**src/rtl/fetch_refill_axi.sv**
```systemverilog
// ============================================================================
// Module   : fetch_refill_axi
// Function : I-fetch miss engine: uncached single reads and wrapping line
//            refills over AXI, with rresp/rlast checking and snoop masking.
//            Optional critical-word forwarding when FETCH_REFILL_CWF_EN is
//            defined.
// Revision : 1.0 - initial release
// ============================================================================
`default_nettype none

module fetch_refill_axi #(
  parameter int         LINE_WORDS  = 16,
  parameter logic [3:0] AXI_ID      = 4'd0,
  parameter int         SNOOP_IDX_W = 7,
  parameter int         PD_W        = 36
) (
  input  logic                          clk,
  input  logic                          resetn,
  input  logic [31:0]                   pc,
  input  logic                          cctrl_miss,
  input  logic                          cctrl_uncached,
  input  logic                          snoop_hit,
  input  logic [31:0]                   snoop_addr,
  output logic [31:0]                   snoop_query_addr,
  input  logic                          snoop_query_hit,
  output logic [31:0]                   predecode_dout,
  input  logic [PD_W-1:0]               predecode_din,
  output logic                          update_data_wea,
  output logic [31:0]                   update_data_addr,
  output logic [PD_W-1:0]               update_data_din,
  output logic                          update_tag_wea,
  output logic [32:0]                   update_tag,
  output logic                          buffer_uncached_we,
  output logic [31:0]                   buffer_uncached_addr,
  output logic [PD_W-1:0]               buffer_uncached_din,
  output logic                          buffer_refilled_we,
  output logic [$clog2(LINE_WORDS)-1:0] buffer_refilled_addr,
  output logic [PD_W-1:0]               buffer_refilled_din,
  output logic                          buffer_refilled_reset,
  output logic                          fetch_cwf_valid,
  output logic [PD_W-1:0]               fetch_cwf_din,
  output logic                          fetch_err,
  output logic [3:0]                    axi_m_arid,
  output logic [31:0]                   axi_m_araddr,
  output logic [7:0]                    axi_m_arlen,
  output logic [2:0]                    axi_m_arsize,
  output logic [1:0]                    axi_m_arburst,
  output logic                          axi_m_aruser,
  output logic                          axi_m_arvalid,
  input  logic                          axi_m_arready,
  input  logic [3:0]                    axi_m_rid,
  input  logic [31:0]                   axi_m_rdata,
  input  logic [1:0]                    axi_m_rresp,
  input  logic                          axi_m_rlast,
  input  logic                          axi_m_rvalid,
  output logic                          axi_m_rready
);

  localparam int              WP_W = $clog2(LINE_WORDS);
  localparam int              OFS  = WP_W + 2;
  localparam int              SHI  = OFS + SNOOP_IDX_W - 1;
  localparam logic [WP_W-1:0] LAST = WP_W'(LINE_WORDS - 1);

  typedef enum logic [2:0] {
    S_IDLE     = 3'd0,
    S_UNC_ADDR = 3'd1,
    S_UNC_DATA = 3'd2,
    S_REF_ADDR = 3'd3,
    S_REF_DATA = 3'd4,
    S_COMMIT   = 3'd5
  } state_t;

  state_t          r_state;
  state_t          w_next;
  logic [31:0]     r_curaddr;
  logic [WP_W-1:0] r_wptr;
  logic [WP_W-1:0] r_cnt;
  logic            r_err;
  logic            r_snoop_hit;
  logic [31:0]     r_araddr;
  logic [7:0]      r_arlen;
  logic [2:0]      r_arsize;
  logic [1:0]      r_arburst;
  logic            r_aruser;
  logic            r_arvalid;

  logic            w_beat;
  logic            w_rlast_bad;
  logic            w_snoop_match;
  logic            w_unused;

  assign w_beat        = axi_m_rvalid && (axi_m_rid == AXI_ID);
  assign w_rlast_bad   = axi_m_rlast != (r_cnt == LAST);
  assign w_snoop_match = snoop_hit && (r_state != S_IDLE) &&
                         (snoop_addr[SHI:OFS] == r_curaddr[SHI:OFS]);

  assign axi_m_arid    = AXI_ID;
  assign axi_m_araddr  = r_araddr;
  assign axi_m_arlen   = r_arlen;
  assign axi_m_arsize  = r_arsize;
  assign axi_m_arburst = r_arburst;
  assign axi_m_aruser  = r_aruser;
  assign axi_m_arvalid = r_arvalid;
  assign axi_m_rready  = 1'b1;

  assign snoop_query_addr     = r_curaddr;
  assign predecode_dout       = axi_m_rdata;
  assign update_data_addr     = {r_curaddr[31:OFS], r_wptr, 2'b00};
  assign update_data_din      = predecode_din;
  assign buffer_uncached_addr = r_curaddr;
  assign buffer_uncached_din  = predecode_din;
  assign buffer_refilled_addr = r_wptr;
  assign buffer_refilled_din  = predecode_din;

`ifdef FETCH_REFILL_CWF_EN
  assign fetch_cwf_din = predecode_din;
`else
  assign fetch_cwf_din = '0;
`endif

  assign w_unused = &{1'b0, snoop_addr[31:SHI+1], snoop_addr[OFS-1:0], axi_m_rresp[0]};

  always_ff @(posedge clk) begin
    if (!resetn) r_state <= S_IDLE;
    else         r_state <= w_next;
  end

  always_comb begin
    w_next                = r_state;
    update_data_wea       = 1'b0;
    update_tag_wea        = 1'b0;
    update_tag            = {1'b0, r_curaddr};
    buffer_uncached_we    = 1'b0;
    buffer_refilled_we    = 1'b0;
    buffer_refilled_reset = 1'b0;
    fetch_cwf_valid       = 1'b0;
    fetch_err             = 1'b0;
    case (r_state)
      S_IDLE: begin
        if (cctrl_uncached)  w_next = S_UNC_ADDR;
        else if (cctrl_miss) w_next = S_REF_ADDR;
      end
      // A snoop-filter hit cancels the request before the handshake counts.
      S_UNC_ADDR, S_REF_ADDR: begin
        if (snoop_query_hit)    w_next = S_IDLE;
        else if (axi_m_arready) w_next = (r_state == S_UNC_ADDR) ? S_UNC_DATA : S_REF_DATA;
      end
      S_UNC_DATA: begin
        if (w_beat) begin
          if (axi_m_rresp[1]) fetch_err          = 1'b1;
          else                buffer_uncached_we = !r_snoop_hit;
          w_next = S_IDLE;
        end
      end
      S_REF_DATA: begin
        if (w_beat) begin
          update_data_wea    = !r_snoop_hit;
          buffer_refilled_we = !r_snoop_hit;
          update_tag_wea     = !r_snoop_hit;
`ifdef FETCH_REFILL_CWF_EN
          fetch_cwf_valid    = (r_cnt == '0) && !r_snoop_hit && !r_err && !axi_m_rresp[1];
`endif
          if (r_cnt == LAST) w_next = S_COMMIT;
        end
      end
      S_COMMIT: begin
        buffer_refilled_reset = 1'b1;
        if (r_err) begin
          fetch_err = 1'b1;
        end else if (!r_snoop_hit) begin
          update_tag_wea = 1'b1;
          update_tag     = {1'b1, r_curaddr};
        end
        w_next = S_IDLE;
      end
      default: w_next = S_IDLE;
    endcase
  end

  always_ff @(posedge clk) begin
    if (!resetn) begin
      r_curaddr   <= '0;
      r_wptr      <= '0;
      r_cnt       <= '0;
      r_err       <= 1'b0;
      r_snoop_hit <= 1'b0;
      r_araddr    <= '0;
      r_arlen     <= '0;
      r_arsize    <= '0;
      r_arburst   <= '0;
      r_aruser    <= 1'b0;
      r_arvalid   <= 1'b0;
    end else begin
      if (w_next == S_IDLE)  r_snoop_hit <= 1'b0;
      else if (w_snoop_match) r_snoop_hit <= 1'b1;
      case (r_state)
        S_IDLE: begin
          if (cctrl_uncached) begin
            r_curaddr <= pc;
            r_araddr  <= pc;
            r_arlen   <= 8'd0;
            r_arsize  <= 3'b010;
            r_arburst <= 2'b01;
            r_aruser  <= 1'b1;
            r_arvalid <= 1'b1;
          end else if (cctrl_miss) begin
            r_curaddr <= pc;
            r_wptr    <= pc[OFS-1:2];
            r_cnt     <= '0;
            r_err     <= 1'b0;
            r_araddr  <= pc;
            r_arlen   <= 8'(LINE_WORDS - 1);
            r_arsize  <= 3'b010;
            r_arburst <= 2'b10;
            r_aruser  <= 1'b0;
            r_arvalid <= 1'b1;
          end
        end
        S_UNC_ADDR, S_REF_ADDR: begin
          if (snoop_query_hit || axi_m_arready) r_arvalid <= 1'b0;
        end
        S_REF_DATA: begin
          if (w_beat) begin
            r_wptr <= r_wptr + 1'b1;
            r_cnt  <= r_cnt + 1'b1;
            if (axi_m_rresp[1] || w_rlast_bad) r_err <= 1'b1;
          end
        end
        default: ;
      endcase
    end
  end

endmodule

`default_nettype wire

```
**config.mk**
```make
export PLATFORM = sky130hd
export DESIGN_NAME = fetch_refill_axi
export DESIGN_NICKNAME = d
export VERILOG_FILES = /design/src/rtl/fetch_refill_axi.sv
export SDC_FILE = /design/constraint.sdc
export NUM_CORES = 1
export LEC_CHECK = 0
export BUFFER_PORTS_ARGS = -buffer_cell sky130_fd_sc_hd__buf_2
export CAP_MARGIN = 20
export CORE_AREA = 2 2 201 203
export CTS_CLUSTER_SIZE = 40
export DETAILED_ROUTE_END_ITERATION = 6
export DIE_AREA = 0 0 203 205
export PLACE_DENSITY = 0.32
export SYNTH_ARGS = -nofsm -noshare
export SYNTH_HDL_FRONTEND = slang
export SYNTH_SLANG_ARGS = --single-unit
```
**constraint.sdc**
```tcl
create_clock -name clk -period 1.5 [get_ports clk]
set_input_delay 0 -clock clk [delete_from_list [all_inputs] [get_ports clk]]
set_output_delay 0 -clock clk [all_outputs]
set_load 0.1 [all_outputs]
```
## After elaboration in Yosys (flattened, before gate mapping)

Cells that the tools add are included.

| word-level totals | value |
|---|---|
| register bits | 60 |
| input port bits | 147 |

| cells by class | value |
|---|---|
| eq/ne operators | 14 |
| bitwise logic cells | 1 |
| reduce and logical (&&, ||, !) cells | 19 |
| $add $sub $neg | 2 |
| multiplexer cells | 51 |

Operators with widths:

| cell | number |
|---|---|
| $mux 33 | 3 |
| $mux 32 | 2 |
| $mux 3 | 10 |
| $mux 4 | 6 |
| $mux 1 | 19 |
| $mux 8 | 2 |
| $pmux 4 s2 | 2 |
| $pmux 3 s4 | 1 |
| $ne 2x2->1 const B | 5 |
| $add 4x1->4 const B | 2 |
| $pmux 1 s2 | 4 |
| $eq 7x7->1 | 1 |
| $eq 3x2->1 const B | 2 |
| $eq 3x3->1 const B | 2 |
| $logic_not 3->1 | 2 |
| $reduce_bool 2->1 | 3 |
| $reduce_and 5->1 | 1 |
| $eq 4x4->1 const B | 1 |
| $logic_not 4->1 | 1 |
| $mux 2 | 2 |
| $reduce_and 4->1 | 1 |
| $reduce_or 2->1 | 2 |
| $eq 3x1->1 const B | 1 |
| $logic_and 1x1->1 | 3 |
| 8 further kinds | 9 |

## Logic depth before layout (Yosys ltp)

| depth | value |
|---|---|
| depth after elaboration | 7 |
| mapped depth | 6 |
| depth with buffers taken out | 5 |

## Worst setup path after synthesis

No wires, ideal clock.

| path | value |
|---|---|
| kind | register -> output |
| start | register r_state[0] |
| end | output buffer_uncached_we |
| arrival | 3.688 ns |
| required time | 1.500 ns |
| buffers on the path | 0 |
| setup slack | -2.188 ns |
| cell stages (with the launch flop) | 4 |
| cells stage by stage | dfxtp_1 nor2_1 nand2_1 nor4b_1 |

| on the way | value |
|---|---|
| cells in the longest elaborated chain, start to end | 2 |

Ends and longest elaborated chain:

| item | line | source |
|---|---|---|
| start, declared | 73 | `state_t r_state;` |
| start signal, assigned | 125 | `else r_state <= w_next;` |
| $eq 3x2->1 | 138 | `case (r_state)` |
| $mux 1 | 138 |  |
| end, declared | 33 | `output logic buffer_uncached_we,` |

No other way between the ends.

## Worst setup path after layout

| path | value |
|---|---|
| start | register r_state[2] |
| end | output buffer_uncached_we |

Same word-level chain as after synthesis.

==> flow_summary_export.csv <==
group,metric,value,unit
pwr,vdd_drop_max,0.000455,V
pwr,leakagePower,2.66,nW
pwr,p_total,0.00806,W
clock_network,clock-sinks,49,
run_status,status,"finished, violations left",
sta,relSlewSlack,52.6,%
setup_path,crit_fanout,4,
synthesis,async_reset_ff_share,0,%
worst_hold_path,min-delay-start,"axi_m_rdata[11]",
die,io_pins,515,
global_route,antenna_found_initial,1,
run,maxCapViolCount,0,
clock_network,cts_tree,"built",
clock_network,root_buffer,"clkbuf_16",
setup_path,r2r_slack,-0.05,ns
placed_design,io_buffers,230,
worst_hold_path,hold_path_class,"in -> out",
sta,finClkSkew,0.00843,ns
setup_path,r2r_end,"r_cnt[3]",
placed_design,place_congestion,0.713,
detailed_routing,wl,17900,um
detailed_routing,drt.antenna.violating_nets,0,
synthesis,synth_area,4520,um2
synthesis,ys_warn_count,0,
detailed_routing,avgRoutedWirePerCell,15.9,um
setup_path,cp.arrival,1.59,ns
die,die_x,203,um
sta,slew_viol_final,0,
global_route,grt_use_total,7.73,%
finish,drive_gt1_share,61.7,%
synthesis,synth_top_area_share,53.5,%
clock_network,cts_buffer_depth,2,
synthesis,ys.flop_type,"dfxtp_1",
global_route,grt_pass1_wl,22200,um
synthesis,synth_edf_count,0,
synthesis,synth_largest_area_cell,"buf_4",
sta,worst_pin_slew,0.708,ns
synthesis,syn_inst,587,
detailed_routing,wl_met3,2620,um
die,die_area,41600,um2
clock_network,clk_pin_slew,0.08,ns
global_route,grt_pass1_vias,2863,
die,placementRows,73,
detailed_routing,dr.pass1.iters,4,
detailed_routing,drc,0,
sta,setup_viol,22,
detailed_routing,num_vias,3413,
sta,finalHoldViolCount,0,
sta,rsz0062_at_grt,"true",
setup_path,r2r_start,"r_state[0]",
detailed_routing,routed.top_layer,"met4",
die,die_y,205,um
die,start_util,11.5,%
run_status,violations,"setup timing",
clock_network,cts_max_level,2,
worst_hold_path,holdPathEnd,"predecode_dout[11]",
sta,post-route-min-period,1.59,ns
setup_path,start_kind,"flip-flop",
sta,hold_slack,0.0000386,ns
global_route,grt-ovfl-total,0,
global_route,grt_max_degree,35,
synthesis,yosys-top-cells-area,"buf_4 53%, dfxtp_1 22%, nand2_1 6.2%, a21oi_1 4.3%, nor2_1 1.2%",
setup_path,critPathKind,"reg -> out",
clock_network,clk_latency,0.30,ns
clock_network,numCtsBuffers,5,
synthesis,avgSynthCellArea,7.70,um2
detailed_routing,met1_length,5540,um
setup_path,end_kind,"primary output",
finish,final_nets,753,
sta,fmax,628,MHz
synthesis,ys_ff_latch,49,
sta,finalCritPeriodShare,106,%
synthesis,synth_seq_area_share,21.7,%
detailed_routing,via_per_inst,3.02,
setup_path,crit_required,1.50,ns
finish,area_growth,21.9,%
pwr,power.density,1460,nW/um2
die,core,39400,um2
sta,finalWorstSetupSlack,-0.0923,ns
detailed_routing,drtIter0Drc,85,
worst_hold_path,holdPathStages,0,
synthesis,synth_cell_types,44,
setup_path,reg2regPathDepth,4,
placed_design,place_hpwl,13600,um
detailed_routing,met2_length,9270,um
-- through the flow --
stage | std cells | TNS, ns | utilization [%] | area (um2) | worst slack [ns]
floorplan | 635 | -1.17 | - | 4790 | -0.401
global placement | 1076 | -0.740 | 11.2 | 4410 | -0.168
detailed placement | 1076 | -0.655 | 11.2 | 4410 | -0.183
CTS | 1124 | -1.23 | 12.8 | 5030 | -0.111
global route | 1130 | -3.54 | 14.0 | 5510 | -0.163
finish | 1131 | -0.654 | 14.0 | 5510 | -0.0923
-- what timing repair did --
item | CTS | global route
hold buffers | 32 | 0
setup endpoints to repair | 18 | 51
endpoints found under the hold margin | 33 | 0
resized for setup | 19 | 96
buffers inserted | 6 | 5
cloned | 2 | 3
pin swaps | 12 | 54
-- synthesized netlist by cell type (all sizes together), types with 2 or more instances --
| library cell | n |
|---|---|
| conb | 2 |
| or2 | 3 |
| nor4b | 2 |
| nor2 | 14 |
| o32ai | 2 |
| buf | 328 |
| clkbuf | 9 |
| a21oi | 39 |
| nand3 | 8 |
| nand3b | 2 |
| dfxtp | 49 |
| nor3 | 5 |
| o221a | 3 |
| nand2 | 75 |
| and3 | 2 |
| nand2b | 3 |
| inv | 5 |
| xnor2 | 4 |
| ha | 2 |
| xor2 | 6 |
| o21ai | 4 |
| a31oi | 2 |
-- flip-flops by register name, indices dropped and copies added, names as in the netlist --
| signal | count |
|---|---|
| axi_m_araddr | 32 |
| axi_m_arburst | 1 |
| axi_m_arlen | 1 |
| axi_m_arsize | 1 |
| axi_m_arvalid | 1 |
| buffer_refilled_addr | 4 |
| r_cnt | 4 |
| r_err | 1 |
| r_snoop_hit | 1 |
| r_state | 3 |
-- routing by layer --
metal	up-vias	GRT usage (%)
met5	-	0
met4	0	2.89
met3	35	4.57
met2	317	14.6
met1	1521	6.68
li1	1540	-
-- how the worst max path moves through the flow --
stage	from	end	slack, ns	cells after the start
floorplan	r_state[1]	update_tag_wea	-0.40	4
global placement	axi_m_araddr[12]	r_snoop_hit	-0.17	4
detailed placement	axi_m_araddr[12]	r_snoop_hit	-0.18	4
CTS	r_state[1]	update_tag_wea	-0.11	6
global route	r_state[2]	update_tag_wea	-0.16	6
finish	r_state[2]	buffer_uncached_we	-0.09	6
-- critical path, stage by stage (launching register included) --
cell and delay (ns):
dfxtp_2 0.33, buf_6 0.12, buf_6 0.11, nor2_4 0.10
nand2_2 0.08, nor4b_4 0.31, buf_12 0.22
-- cell usage in the layout, fill, tap and decap left out, types with 4 or more instances in the layout --
master / n
buf_12: 10
dlygate4sd3_1: 32
nand3_1: 7
nand2_2: 9
nor2_4: 5
inv_1: 4
buf_4: 19
buf_2: 223
nand2_4: 22
a21oi_2: 27
a21oi_1: 12
dfxtp_1: 36
dfxtp_2: 12
clkbuf_16: 8
buf_6: 10
conb_1: 50
nand2_1: 44
xor2_1: 6
nor2_1: 9
-- power breakdown --
part	leakage [nW]	internal (W)	switching (W)
Sequential	0.408	0.00142	0.000174
Clock	0.0631	0.000622	0.000579
Combinational	2.19	0.000792	0.00447
-- cell type report --
| type | count | area (um2) |
|---|---|---|
| multi-input cells | 244 | 1690 |
| diodes | 1 | 2.50 |
| flip-flops and latches | 49 | 1000 |
| fillers | 4466 | 33900 |
| clock inverters | 2 | 15.0 |
| inverters | 6 | 25.0 |
| clock buffers | 6 | 129 |
| well taps | 525 | 657 |
| repair buffers | 298 | 1990 |
-- kinds of logic (layout without fill, tap and decap cells) --
group	count (synthesis)	in the layout	synth area share (%)
buf+inv	343	312	55.6
simple gates	120	120	11.8
compound gates	61	62	8.22
flops	49	49	21.7
xor+xnor	10	10	1.94
fa+ha+maj	2	2	0.553
other cells	2	51	0.166
(Power assumes the default switching activity.)
